<file path="config.mk">
export PLATFORM = sky130hd
export DESIGN_NAME = crypto_decrypt_stream
export DESIGN_NICKNAME = d
export VERILOG_FILES = /design/src/rtl/crypto_pkg.sv /design/src/rtl/crypto_nib_fifo.sv /design/src/rtl/crypto_decrypt_stream.sv
export SDC_FILE = /design/constraint.sdc
export NUM_CORES = 1
export LEC_CHECK = 0
export CAP_MARGIN = 5
export CORE_MARGIN = 5
export CORE_UTILIZATION = 40
export DETAILED_ROUTE_END_ITERATION = 8
export GPL_TIMING_DRIVEN = 0
export PLACE_DENSITY_LB_ADDON = 0.1
export SLEW_MARGIN = 10
export SYNTH_ARGS = -nofsm -noshare
export SYNTH_HDL_FRONTEND = slang
export SYNTH_SLANG_ARGS = --single-unit
</file>
<file path="constraint.sdc">
create_clock -name clk -period 4.32 [get_ports clk]
set_input_delay 1.08 -clock clk [delete_from_list [all_inputs] [get_ports clk]]
set_output_delay 1.08 -clock clk [all_outputs]
set_load 0.005 [all_outputs]
</file>
<file path="src/rtl/crypto_pkg.sv">
// Shared types and helpers for the crypto nibble receive path.
package crypto_pkg;

  localparam int unsigned NIB_W = 4;

  typedef enum logic [0:0] {
    ST_NOKEY = 1'b0,
    ST_KEYED = 1'b1
  } state_e;

  // cipher = plain ^ key, so the same operation recovers the plaintext.
  function automatic logic [NIB_W-1:0] nib_xor(input logic [NIB_W-1:0] c,
                                               input logic [NIB_W-1:0] k);
    return c ^ k;
  endfunction

endpackage

</file>
<file path="src/rtl/crypto_nib_fifo.sv">
// Small registered FIFO holding decrypted nibbles; synchronous active-low reset.
module crypto_nib_fifo #(
  parameter int unsigned DEPTH = 2,
  parameter int unsigned WIDTH = 4
) (
  input  logic             clk_i,
  input  logic             rst_ni,
  input  logic             push_i,
  input  logic [WIDTH-1:0] wdata_i,
  input  logic             pop_i,
  output logic [WIDTH-1:0] rdata_o,
  output logic             full_o,
  output logic             empty_o
);

  localparam int unsigned AW = $clog2(DEPTH);

  logic [AW:0]      wr_ptr_q, wr_ptr_d;
  logic [AW:0]      rd_ptr_q, rd_ptr_d;
  logic [WIDTH-1:0] mem_q [DEPTH];
  logic [WIDTH-1:0] mem_d [DEPTH];

  // Extra pointer bit distinguishes full from empty when the indices match.
  assign empty_o = (wr_ptr_q == rd_ptr_q);
  assign full_o  = (wr_ptr_q[AW] != rd_ptr_q[AW]) &&
                   (wr_ptr_q[AW-1:0] == rd_ptr_q[AW-1:0]);
  assign rdata_o = empty_o ? '0 : mem_q[rd_ptr_q[AW-1:0]];

  always_comb begin
    mem_d    = mem_q;
    wr_ptr_d = wr_ptr_q;
    rd_ptr_d = rd_ptr_q;
    if (push_i && !full_o) begin
      mem_d[wr_ptr_q[AW-1:0]] = wdata_i;
      wr_ptr_d                = wr_ptr_q + 1'b1;
    end
    if (pop_i && !empty_o) begin
      rd_ptr_d = rd_ptr_q + 1'b1;
    end
  end

  always_ff @(posedge clk_i) begin
    if (!rst_ni) begin
      wr_ptr_q <= '0;
      rd_ptr_q <= '0;
      for (int i = 0; i < int'(DEPTH); i++) begin
        mem_q[i] <= '0;
      end
    end else begin
      wr_ptr_q <= wr_ptr_d;
      rd_ptr_q <= rd_ptr_d;
      mem_q    <= mem_d;
    end
  end

endmodule

</file>
<file path="src/rtl/crypto_decrypt_stream.sv">
// Receive side of the crypto nibble path: XOR-decrypts cipher nibbles into an output FIFO.
// Optional key rolling after each accepted nibble is enabled by defining CRYPTO_KEY_ROLL_EN.
module crypto_decrypt_stream
  import crypto_pkg::*;
#(
  parameter int unsigned NIB_W = crypto_pkg::NIB_W,
  parameter int unsigned DEPTH = 2,
  parameter int unsigned CNT_W = 8
) (
  input  logic             clk,
  input  logic             rst_n,
  input  logic             key_load,
  input  logic [NIB_W-1:0] key_in,
  input  logic             cin_valid,
  input  logic [NIB_W-1:0] cin_data,
  output logic             cin_ready,
  output logic             pout_valid,
  output logic [NIB_W-1:0] pout_data,
  input  logic             pout_ready,
  output logic             keyed,
  output logic [CNT_W-1:0] nib_count
);

  state_e           state_q, state_d;
  logic [NIB_W-1:0] key_q, key_d;
  logic [CNT_W-1:0] cnt_q, cnt_d;

  logic fifo_full;
  logic fifo_empty;
  logic accept;
  logic pop;

  // key_load wins over a data transfer; a full FIFO blocks even if it pops this cycle.
  assign cin_ready  = (state_q == ST_KEYED) && !key_load && !fifo_full;
  assign accept     = cin_valid && cin_ready;
  assign pout_valid = !fifo_empty;
  assign pop        = pout_valid && pout_ready;
  assign keyed      = (state_q == ST_KEYED);
  assign nib_count  = cnt_q;

  always_comb begin
    state_d = state_q;
    key_d   = key_q;
    cnt_d   = cnt_q;
    if (key_load) begin
      state_d = ST_KEYED;
      key_d   = key_in;
      cnt_d   = '0;
    end else if (accept) begin
      cnt_d = cnt_q + 1'b1;
`ifdef CRYPTO_KEY_ROLL_EN
      key_d = {key_q[NIB_W-2:0], key_q[NIB_W-1]};
`endif
    end
  end

  always_ff @(posedge clk) begin
    if (!rst_n) begin
      state_q <= ST_NOKEY;
      key_q   <= '0;
      cnt_q   <= '0;
    end else begin
      state_q <= state_d;
      key_q   <= key_d;
      cnt_q   <= cnt_d;
    end
  end

  crypto_nib_fifo #(
    .DEPTH (DEPTH),
    .WIDTH (NIB_W)
  ) u_fifo (
    .clk_i   (clk),
    .rst_ni  (rst_n),
    .push_i  (accept),
    .wdata_i (nib_xor(cin_data, key_q)),
    .pop_i   (pop),
    .rdata_o (pout_data),
    .full_o  (fifo_full),
    .empty_o (fifo_empty)
  );

endmodule

</file>
==> impl_metrics.json <==
{
  "postSynthAreaPerCell_um2": 9.24,
  "synth_fa_ha_area_share_pct": 1.09,
  "slew_violations": 0,
  "period_minus_slack_ns": 3.28,
  "ctsResizeCount": 0,
  "p_per_area_nw_per_um2": 288,
  "ys.warnings.count": 0,
  "ys_seq_area_share_pct": 43.7,
  "dp_hpwl_um": 1830,
  "cts_tree": "built",
  "synthXorXnorAreaFrac_pct": 10.7,
  "switching_share_pct": 26.7,
  "setup_tns_ns": 0,
  "num-nets-final": 169,
  "fp.dieH_um": 63.5,
  "synthMuxAreaShare_pct": 7.86,
  "finalWirelength_um": 2380,
  "clk_pin_slew_ns": 0.14,
  "worstPathRequired_ns": 3.24,
  "grt_pass1_wl_um": 4330,
  "setup_viol": 0,
  "critical_path_class": "flop to primary output",
  "synth_top_family_by_area": "simple AND/OR/NAND/NOR gates",
  "ys_types": 25,
  "preCtsSetupSlack_ns": 1.27,
  "gp_congestion": 0.799,
  "p_comb_share_pct": 17.8,
  "vdd_ir_drop_max_uv": 243,
  "diodes": 0,
  "synth_top_cell_by_area": "dfxtp_1",
  "max-slew-margin-rel_pct": 53.5,
  "cts.sinks": 25,
  "drtAntennaViolNets": 0,
  "grt_usage_pct": 13.1,
  "drt_first_pass_iters": 4,
  "arrival_ns": 2.20,
  "cp_max_fo": 10,
  "ctsRootBufferMaster": "clkbuf_4",
  "fmax_mhz": 304,
  "grt_overflow": 0,
  "antenna_found_initial": 0,
  "synth_top_cell_area_share_pct": 43.7,
  "initial_utilization_pct": 41.6,
  "hold_buffers": 0,
  "dieArea_um2": 4040,
  "rr_startpoint": "u_fifo.wr_ptr_q[1]",
  "drv_cap": 0,
  "power.switching_mw": 0.114,
  "crit_top_cell": "nor2_1",
  "cts_buffers": 3,
  "syn_inst": 124,
  "cpMaxStageDelayCell": "xor2_1",
  "cts.path.max_buffers": 2,
  "startpoint": "u_fifo.wr_ptr_q[1]",
  "fin_util_pct": 53.4,
  "viasPerCell": 5.17,
  "io_buffers": 26,
  "grt_max_degree": 15,
  "vias": 957,
  "synth_nets": 138,
  "fin_skew_ns": 0.00415,
  "grt_pass1_vias": 972,
  "tightest_slew_ns": 0.695,
  "hold_class": "flop to flop",
  "synth_area_leaders": "dfxtp_1 (44%), mux2i_1 (7.9%), xnor2_1 (7.6%)",
  "io_pins": 28,
  "status": "completed",
  "synth_seq_cells": 25,
  "setup_ws_ns": 1.04,
  "die_w_um": 63.5,
  "cpLargestDelayFamily": "XOR/XNOR gates",
  "synth_compound_gate_area_share_pct": 15.0,
  "insertion_delay_ns": 0.32,
  "rsz0062_at_grt": "false",
  "placementRows": 19,
  "period_share_pct": 76.0,
  "layout-drive-gt1-share_pct": 5.84,
  "slowest_delay_ns": 0.58,
  "path_buf_inv": 1,
  "area_growth_pct": 28.5,
  "drtIter0Drc": 48,
  "avgRoutedWirePerCell_um": 12.8,
  "p_int_mw": 0.311,
  "min-delay-start": "u_fifo.mem_q[5]",
  "start_kind": "flop",
  "seqPwrFrac_pct": 57.3,
  "path_cells": "xor2_1 -> nor2_1 -> nor2_1 -> clkdlybuf4s50_1",
  "h-tree-depth": 1,
  "coreArea_um2": 2760,
  "clockPowerShare_pct": 24.9,
  "syn-cell-area_um2": 1150,
  "hold_violations": 0,
  "post_cts_buffers": 0,
  "post-route-drc-count": 0,
  "crit_path_end_kind": "primary output",
  "synthSimpleGateAreaFrac_pct": 16.2,
  "leakage_nw": 0.507
}
## registers in the layout, indices dropped and copies added, names as in the netlist
| signal | count |
|---|---|
| u_fifo.mem_q | 8 |
| nib_count | 8 |
| u_fifo.rd_ptr_q | 2 |
| u_fifo.wr_ptr_q | 2 |
| keyed | 1 |
| key_q | 4 |
## final timing paths
check,to,slack [ns],cells past startpoint
hold reg to reg,u_fifo.mem_q[5],0.48,2
setup reg to reg,u_fifo.mem_q[6],2.56,5
setup / recovery,pout_data[3],1.04,4
hold / removal,u_fifo.mem_q[5],0.48,2
## kinds of logic after synthesis
group,Yosys count
and+or+nand+nor,40
adders and majority gates,1
buffers and inverters,11
AOI/OAI and AO/OA,24
xor gates and xnor gates,14
muxes,9
DFF,25
## placed cells by master, fill, tap and decap left out, types with 2 or more instances in the layout
cell type,instances
a211oi_1,7
a21oi_1,5
buf_6,3
clkbuf_1,2
clkbuf_4,3
clkdlybuf4s50_1,26
dfxtp_1,25
inv_1,4
mux2i_1,9
nand2_1,3
nand2b_1,2
nand3_1,7
nor2_1,23
o31ai_1,7
or4_1,3
xnor2_1,10
xor2_1,4
## Yosys cell counts
cell	number
a211o_1	1
a211oi_1	7
a211oi_2	1
a21o_1	1
a21oi_1	5
buf_1	1
buf_6	3
clkbuf_1	2
clkinv_1	1
dfxtp_1	25
ha_1	1
inv_1	4
mux2i_1	9
nand2_1	3
nand2b_1	2
nand3_1	7
nand3b_2	1
nand4_1	1
nor2_1	23
o211ai_1	1
o21ai_0	1
o31ai_1	7
or4_1	3
xnor2_1	10
xor2_1	4
## metal layers
metal	routed length, µm	vias up	global-route usage [%]
met5	0	-	0
met4	16	0	3.90
met3	128	2	4.97
met2	1140	20	22.7
met1	1090	441	14.8
li1	-	494	-
## per-stage QoR
stage	hold WS [ns]	cell area [µm²]	std cells	power, mW
after floorplan	0.445	1150	124	0.295
after global placement	0.456	1450	181	0.324
after detailed placement	0.464	1450	181	0.325
after CTS	0.483	1470	185	0.430
after global routing	0.505	1470	185	0.447
final	0.480	1470	185	0.424
## power by group through the flow
stage          Combinational, mW  Clock [mW]  Sequential (mW)
6_report                  0.0756       0.106            0.243
5_1_grt                   0.0846       0.118            0.245
4_1_cts                   0.0769       0.110            0.243
3_5_place_dp              0.0768           0            0.249
3_3_place_gp              0.0756           0            0.248
2_1_floorplan             0.0470           0            0.248
## layout make-up
cell class | count | area [µm²]
Fill cell | 275 | 1280
Multi-Input combinational cell | 88 | 582
Sequential cell | 25 | 500
Timing Repair Buffer | 26 | 260
Buffer | 6 | 45.0
Tap cell | 31 | 38.8
Clock buffer | 3 | 22.5
Inverter | 5 | 18.8
Clock inverter | 1 | 5.00
## tightest hold or removal path, cell delays in order (launching register included)
cell	delay, ns
dfxtp_1	0.34
nand3_1	0.06
o31ai_1	0.06
(Power assumes the default switching activity.)
==> variant, RTL diff (same settings) <==
Build with the macro `CRYPTO_KEY_ROLL_EN` defined.
--- a/src/rtl/crypto_decrypt_stream.sv
+++ b/src/rtl/crypto_decrypt_stream.sv
@@ -1,4 +1,6 @@
 // Receive side of the crypto nibble path: XOR-decrypts cipher nibbles into an output FIFO.
 // Optional key rolling after each accepted nibble is enabled by defining CRYPTO_KEY_ROLL_EN.
+`define CRYPTO_KEY_ROLL_EN
+
 module crypto_decrypt_stream
   import crypto_pkg::*;
Behaviour: not the same (a bounded check fails within 4 cycles, from zero or initial values and one cycle with rst_n low).
==> variant against the unedited design <==
Routed wire length rose by 8.2%. First-iteration DRC count fell by 27%. Maximum frequency fell by 10%. Final area rose by 5.3%. Setup slack got worse by 0.37 ns. Synthesized area rose by 5.8%. Highest routed layer unchanged. Largest power group unchanged. Cell count rose by 6.5%. Global-route usage rose by 0.27 points. Count of clock-buffer cells in the layout rose by 1. Clock skew fell by 0.0015 ns. Sequential cell count did not move. Total power rose by 1.5%.
==> variant: results (changes against the unedited design) <==
[run_status]
status = complete, no violations  ; unchanged

[detailed_routing]
drtIter0Drc = 35  ; was 48
wl_met3_um = 96  ; was 128 um
routed_via_density = 5.117  ; was 5.173
routed_wl_um = 2569  ; was 2375 um
firstDrtPassIters = 3  ; was 4
drt-met1-wl_um = 1232  ; was 1086 um
met2_length_um = 1224  ; was 1143 um

[hold_path]
worstHoldStart = key_q[3]  ; was u_fifo.mem_q[5]
min_to = key_q[3]  ; was u_fifo.mem_q[5]

[final_layout]
multi_input_cells = 98  ; was 88
finalNonFillerCells = 197  ; was 185
drive_gt1_share_pct = 3.659  ; was 5.844%
layout.nets = 179  ; was 169
syn2layout_area_growth_pct = 27.86  ; was 28.49%
clkbuf_count = 4  ; was 3
fill_cells = 308  ; was 275
layout.nonclk_buf_share_pct = 19.85  ; was 20.73%
multi_input_area_um2 = 659.4  ; was 581.8 um2
clkCellAreaFrac_pct = 1.695  ; was 1.869%
nNonClkBuffers = 33  ; was 32
inverters_excl_clock = 4  ; was 5

[logic_synthesis]
synth_area_per_cell_um2 = 9.116  ; was 9.243 um2
synth_common_cells = dfxtp_1, a21oi_1, mux2i_1  ; was dfxtp_1, nor2_1, xnor2_1
ys_types = 31  ; was 25
syn_nets = 147  ; was 138
seq_area_frac_synth_pct = 41.28  ; was 43.67%
synth_area_leaders = dfxtp_1, mux2i_1, a21oi_1, xnor2_1, xor2_1  ; was dfxtp_1, mux2i_1, xnor2_1, nor2_1, a211oi_1

[placed_design]
place_congestion = 0.7501  ; was 0.7987
port_buffers = 27  ; was 26
dp_slack_ns = 0.6695  ; was 1.269 ns
dpl_cell_area_um2 = 1524  ; was 1445 um2
dp.cells = 193  ; was 181

[critical_path]
endpoint = cin_ready  ; was pout_data[3]
worstSetupStartpoint = key_load  ; was u_fifo.wr_ptr_q[1]
cp_top_family = buffers and inverters  ; was XOR/XNOR gates
slowest_delay_ns = 0.55  ; was 0.58 ns
rr_worst_depth = 6  ; was 5
arrival_ns = 2.58  ; was 2.20 ns
r2r_slack_ns = 2.52  ; was 2.56 ns
r2r-start = u_fifo.rd_ptr_q[1]  ; was u_fifo.wr_ptr_q[1]
crit_slowest_cell = clkdlybuf4s50_1  ; was xor2_1

[power]
power.leakage_nw = 0.5558  ; was 0.5068 nW
peakVddDrop_uv = 126.1  ; was 242.7 uV

[sta]
post-route-period-util_pct = 84.66  ; was 76.03%
finalClockSkew_ns = 0.002676  ; was 0.004153 ns
fin_hold_ws_ns = 0.4919  ; was 0.4801 ns
tightest_slew_ns = 0.6134  ; was 0.6947 ns

[grt]
grt_pass1_vias = 1014  ; was 972
met2_usage_pct = 22.35  ; was 22.72%
use_met3_pct = 3.466  ; was 4.973%
grt_usage_pct = 13.40  ; was 13.14%
grt_first_pass_wirelength_um = 4491  ; was 4326 um
grt_max_degree = 14  ; was 15
grt_util_met1_pct = 17.29  ; was 14.81%

[clocking]
cts.sinks = 25  ; unchanged

[floorplanning]
taps = 33  ; was 31

## variant: cell types whose count changed in the layout (fill, tap and decap cells not counted), sizes merged, moves of 4 or more
cell and delta:
nor2 -14, nand3 -5, a21oi +8, and2 +4, a211oi -5, nor2b +8
o31ai -5, nand2 +6, o21ai +6
## variant: logic make-up after synthesis
logic type               Yosys count  share of synthesized area, %
AO/OA/AOI/OAI                     31                         15.69
XOR/XNOR                          14                         10.11
adder cells (fa/ha/maj)            1                         1.032
buffers and inverters             10                         4.334
flip-flops                        25                         41.28
multiplexers                      12                         9.908
AND/OR/NAND/NOR                   40                         17.65
## variant: report_power, final
| group | switching [mW] | total [mW] | internal [mW] |
|---|---|---|---|
| combinational | 0.0404 | 0.0819 | 0.0416 |
| clock | 0.0683 | 0.104 | 0.0360 |
| sequential | 0.00630 | 0.245 | 0.238 |
